### src/rtl/if_id_pkg.sv
// Shared fetch/decode types and defaults for the IF/ID instruction queue.
package if_id_pkg;
  localparam int          PC_W_DEF      = 16;
  localparam int          INSTR_W_DEF   = 16;
  localparam logic [15:0] NOP_INSTR_DEF = 16'h0800;

  typedef struct packed {
    logic [PC_W_DEF-1:0]    pc;
    logic [INSTR_W_DEF-1:0] instr;
  } fetch_entry_t;
endpackage

### src/rtl/sync_fifo_mem.sv
// DEPTH x W register array: synchronous write, asynchronous read.
module sync_fifo_mem #(
  parameter int DEPTH = 4,
  parameter int W     = 32,
  parameter int AW    = $clog2(DEPTH)
) (
  input  logic          clk,
  input  logic          we,
  input  logic [AW-1:0] waddr,
  input  logic [W-1:0]  wdata,
  input  logic [AW-1:0] raddr,
  output logic [W-1:0]  rdata
);
  logic [W-1:0] mem [DEPTH];

  always_ff @(posedge clk)
    if (we) mem[waddr] <= wdata;

  assign rdata = mem[raddr];
endmodule

### src/rtl/if_id_queue.sv
// DEPTH-entry IF/ID instruction queue with NOP bubble when empty and flush.
// Define IF_ID_QUEUE_BYPASS_EN for a same-cycle empty-queue bypass path.
module if_id_queue
  import if_id_pkg::*;
#(
  parameter int               INSTR_W   = INSTR_W_DEF,
  parameter int               PC_W      = PC_W_DEF,
  parameter int               DEPTH     = 4,
  parameter logic [INSTR_W-1:0] NOP_INSTR = NOP_INSTR_DEF,
  parameter int               PC_INC    = 1
) (
  input  logic                       clk,
  input  logic                       rst,
  input  logic                       flush,
  input  logic                       in_valid,
  output logic                       in_ready,
  input  logic [PC_W-1:0]            pc_in,
  input  logic [INSTR_W-1:0]         instr_in,
  output logic                       out_valid,
  input  logic                       out_ready,
  output logic [PC_W-1:0]            pc_out,
  output logic [INSTR_W-1:0]         instr_out,
  output logic [$clog2(DEPTH+1)-1:0] count
);
  localparam int AW = $clog2(DEPTH);
  localparam int CW = $clog2(DEPTH+1);
  localparam int EW = PC_W + INSTR_W;

  logic [AW-1:0] rd_ptr, wr_ptr;
  logic [CW-1:0] cnt;
  logic [PC_W-1:0] pc_inc;
  logic [EW-1:0] head;
  logic not_empty, push, mem_push, mem_pop, byp, byp_take;

  assign pc_inc    = pc_in + PC_W'(PC_INC);
  assign not_empty = (cnt != '0);
  assign in_ready  = !rst && !flush && (cnt != CW'(DEPTH));
  assign push      = in_valid && in_ready;

`ifdef IF_ID_QUEUE_BYPASS_EN
  assign byp = !not_empty && in_valid && !flush && !rst;
`else
  assign byp = 1'b0;
`endif
  // A bypassed entry consumed in the same cycle never touches the array.
  assign byp_take = byp && out_ready;
  assign mem_push = push && !byp_take;
  assign mem_pop  = not_empty && out_ready;

  sync_fifo_mem #(.DEPTH(DEPTH), .W(EW)) u_mem (
    .clk   (clk),
    .we    (mem_push),
    .waddr (wr_ptr),
    .wdata ({pc_inc, instr_in}),
    .raddr (rd_ptr),
    .rdata (head)
  );

  always_ff @(posedge clk) begin
    if (rst || flush) begin
      rd_ptr <= '0;
      wr_ptr <= '0;
      cnt    <= '0;
    end else begin
      if (mem_push) wr_ptr <= wr_ptr + 1'b1;
      if (mem_pop)  rd_ptr <= rd_ptr + 1'b1;
      case ({mem_push, mem_pop})
        2'b10:   cnt <= cnt + 1'b1;
        2'b01:   cnt <= cnt - 1'b1;
        default: cnt <= cnt;
      endcase
    end
  end

  always_comb begin
    out_valid = not_empty || byp;
    pc_out    = '0;
    instr_out = NOP_INSTR;
    if (not_empty) begin
      pc_out    = head[EW-1:INSTR_W];
      instr_out = head[INSTR_W-1:0];
    end else if (byp) begin
      pc_out    = pc_inc;
      instr_out = instr_in;
    end
  end

  assign count = cnt;
endmodule

### config.mk
export PLATFORM = sky130hd
export DESIGN_NAME = if_id_queue
export DESIGN_NICKNAME = d
export VERILOG_FILES = /design/src/rtl/if_id_pkg.sv /design/src/rtl/sync_fifo_mem.sv /design/src/rtl/if_id_queue.sv
export SDC_FILE = /design/constraint.sdc
export NUM_CORES = 1
export LEC_CHECK = 0
export BUFFER_PORTS_ARGS = -buffer_cell sky130_fd_sc_hd__buf_2
export CAP_MARGIN = 20
export CELL_PAD_IN_SITES_DETAIL_PLACEMENT = 0
export CELL_PAD_IN_SITES_GLOBAL_PLACEMENT = 1
export CORE_MARGIN = 5
export CORE_UTILIZATION = 53
export DETAILED_ROUTE_END_ITERATION = 7
export PLACE_DENSITY_LB_ADDON = 0.1
export SLEW_MARGIN = 20
export SYNTH_ARGS = -nofsm -noshare
export SYNTH_HDL_FRONTEND = slang
export SYNTH_SLANG_ARGS = --single-unit
### constraint.sdc
create_clock -name clk -period 5.09 [get_ports clk]
set_input_delay 0.509 -clock clk [delete_from_list [all_inputs] [get_ports clk]]
set_output_delay 0.509 -clock clk [all_outputs]
set_load 0.01 [all_outputs]
==> results.md <==
- Run status: complete, no violations
- Syn avg cell area: 19.2 um^2
- #FFs+latches synth: 137
- Power share of the clock group: 45.3%
- Antenna violations before repair: 0
- Mapped cell area: 5560 um^2
- Clk pin slew, worst setup/hold paths: 0.06 ns
- Total gr overflow: 0
- First-pass detailed-route iteration total: 4
- CTS Buffer Depth: 2
- Postcts setup bufs: 0
- Worst ir drop on vdd: 0.222 mV
- Synth-to-Final Area Change: 18.6%
- CP max FO: 32
- Port Buffers: 73
- Worst slew pin tran: 0.875 ns
- Synthesized Nets: 334
- Via density: 5.29
- Endpoints failing hold: 0
- FMAX: 351 MHz
- Type of the worst setup path: reg -> out
- Startpoint types: flip-flop
- Final Max Slew Viols: 0
- RSZ-0062 raised after global routing: no
- WP data arrival: 2.34 ns
- Row Count: 37
- FF-to-FF Start: count[2]
- Cell depth of the worst flop-to-flop path: 9
- Post-synthesis cell count: 290
- Min Clock Period, post-route: 2.85 ns
- Sw frac: 19.2%
- Post-route setup TNS: 0 ns
- Hold slack: 0.216 ns
- Core ar.: 10300 um^2
- Final-report setup violation count: 0
- CTS tree: built
- Hold Path Cell Cnt: 1
- Final WL: 9.46 mm
- Clk_lat worst skew: 0.51 ns
- Worst min-delay path endpoint: u_mem.mem[3][14]
- CP Capture Type: primary output
- Worst Skew: 0.00886 ns
- Pwr/cell area: 368 nW/um^2
- Tot GR Track Use: 16.4%
- Clock sinks: 137
- Multi-input gate area: 1430 um^2
- YS warnings: 0
- CTS buffer count: 17
- # Max-Cap Violations: 0
- Routability cong.: 0.693
- Ys flop type: edfxtp_1
- Routed WL per cell: 18.2 um
- Leak: 2.31 nW
- EDFF count, synth: 128
- DP HPWL: 5.59 mm
- Diode count: 0
- Vias in the first global route: 2945
- H-tree depth: 4
- Reg power frac: 51.3%
- Critical Path RT: 4.58 ns
- Initial Utilization: 54.1%
- 1st-iter DRT viols: 131
- Sequential area share after synthesis: 72.4%
- Residual DRC: 0
- FF-to-FF setup slack: 2.70 ns
- I/O pin count: 74
- HP Class: in -> reg
- Hold wc startpoint: instr_in[14]
- Final period util: 55.9%
- Comb power frac: 3.4%
- Share of cells above drive strength 1: 36.1%
- Power Total: 2.43 mW
- Distinct cell type count after synthesis: 29
- Internal Pwr Total: 1.96 mW
- Post-CTS Hold Buffers: 0
- Clk Tree Root Cell: clkbuf_8
- Worst R2R End: count[2]
- First-pass GRT wire length: 15.4 mm
- Rel. slew slack: 41.7%
- Largest net degree at the start of global routing: 35
- Die Ht: 112 um
- Post-route ant nets: 0
- Cts repair resizes: 0
- DR vias: 2755
- Die area: 12600 um^2
- Register area: 4030 um^2
- Asr flop ratio synth: 0%
- Psw: 0.465 mW
- Die X: 112 um
- Nets: 417
- Fill cell count: 763
==> stage by stage <==
stage	utilization, %	instances	setup slack, ns	cell area [um^2]
floorplan	-	290	2.85	5560
global placement	58.7	489	2.29	6030
detailed placement	58.7	489	2.20	6030
CTS	63.9	520	2.17	6570
global route	64.1	521	2.07	6590
finish	64.1	521	2.24	6590
==> per-layer routing <==
layer	vias up	track usage, %	wire length [um]
li1	1299	-	-
met1	1385	20.3	4250
met2	59	27.1	4710
met3	12	4.96	360
met4	0	6.73	131
met5	-	0	0
==> cell usage after synthesis, drive strengths merged (3+ instances only) <==
cell type / instances / area share (%)
edfxtp: 128 / 69
inv: 10 / 0.68
and2: 36 / 4.1
nand2: 4 / 0.27
and3: 3 / 0.34
mux4: 32 / 13
xnor2: 13 / 2.0
nand3: 8 / 0.72
nand4: 3 / 0.34
xor2: 6 / 0.95
dfxtp: 9 / 3.2
nor2: 9 / 0.61
ha: 6 / 1.4
clkbuf: 3 / 0.20
buf: 8 / 1.1
==> cell families after synthesis <==
kind of cell / synth area share (%)
flops: 72.4
simple gates: 7.00
mux: 13.0
buf+inv: 1.98
xor+xnor: 2.99
fa+ha+maj: 1.71
compound gates: 0.990
==> worst max-delay path, cell delays in order (launching register included) <==
cell and delay [ns]:
dfxtp_2 0.31, buf_4 0.51, mux4_2 0.59, or2_2 0.28, buf_2 0.14
==> worst max-delay path by stage <==
stage                          from            end  slack [ns]  cells past startpoint
final                     flip-flop  instr_out[11]        2.24                      4
after global routing      flip-flop  instr_out[11]        2.07                      4
after CTS                 flip-flop  instr_out[11]        2.17                      4
after detailed placement   count[2]       count[2]        2.20                      9
after global placement     count[2]       count[2]        2.29                      9
after floorplan               flush       count[2]        2.85                     10
==> state kept, by name, indices dropped and copies added, names as in the netlist, named ones only <==
register and flops:
wr_ptr 2, count 3, u_mem.mem 128, rd_ptr 2
==> area by class of cell <==
| cell class | instances | area share, % |
|---|---|---|
| Timing Repair Buffer | 75 | 6.07 |
| Inverter | 10 | 0.569 |
| Sequential cell | 137 | 61.1 |
| Multi-Input combinational cell | 132 | 21.6 |
| Clock inverter | 11 | 1.61 |
| Tap cell | 136 | 2.58 |
| Clock buffer | 20 | 6.45 |
==> power groups by stage <==
stage	Sequential [mW]	Clock (mW)	Combinational [mW]
after global placement	1.27	0	0.0798
after global routing	1.25	1.18	0.0921
final	1.25	1.10	0.0826
after detailed placement	1.27	0	0.0822
after floorplan	1.27	0	0.0433
after CTS	1.25	1.12	0.0827
==> cells in the final DEF (no fill, tap or decap), types with 2 or more instances in the layout <==
cell / count
dfxtp_1: 7
nand2_1: 4
nor2_1: 9
xnor2_1: 13
dfxtp_2: 2
inv_1: 10
clkbuf_16: 16
edfxtp_1: 128
bufinv_16: 2
clkinv_2: 3
clkinv_1: 4
nand4_1: 3
and3_1: 3
and2_1: 32
xor2_1: 6
buf_2: 73
ha_1: 6
clkbuf_1: 3
mux4_2: 32
and2_2: 4
nand3_1: 8
a21oi_1: 2
No activity file was read; power rests on OpenSTA's default activity.
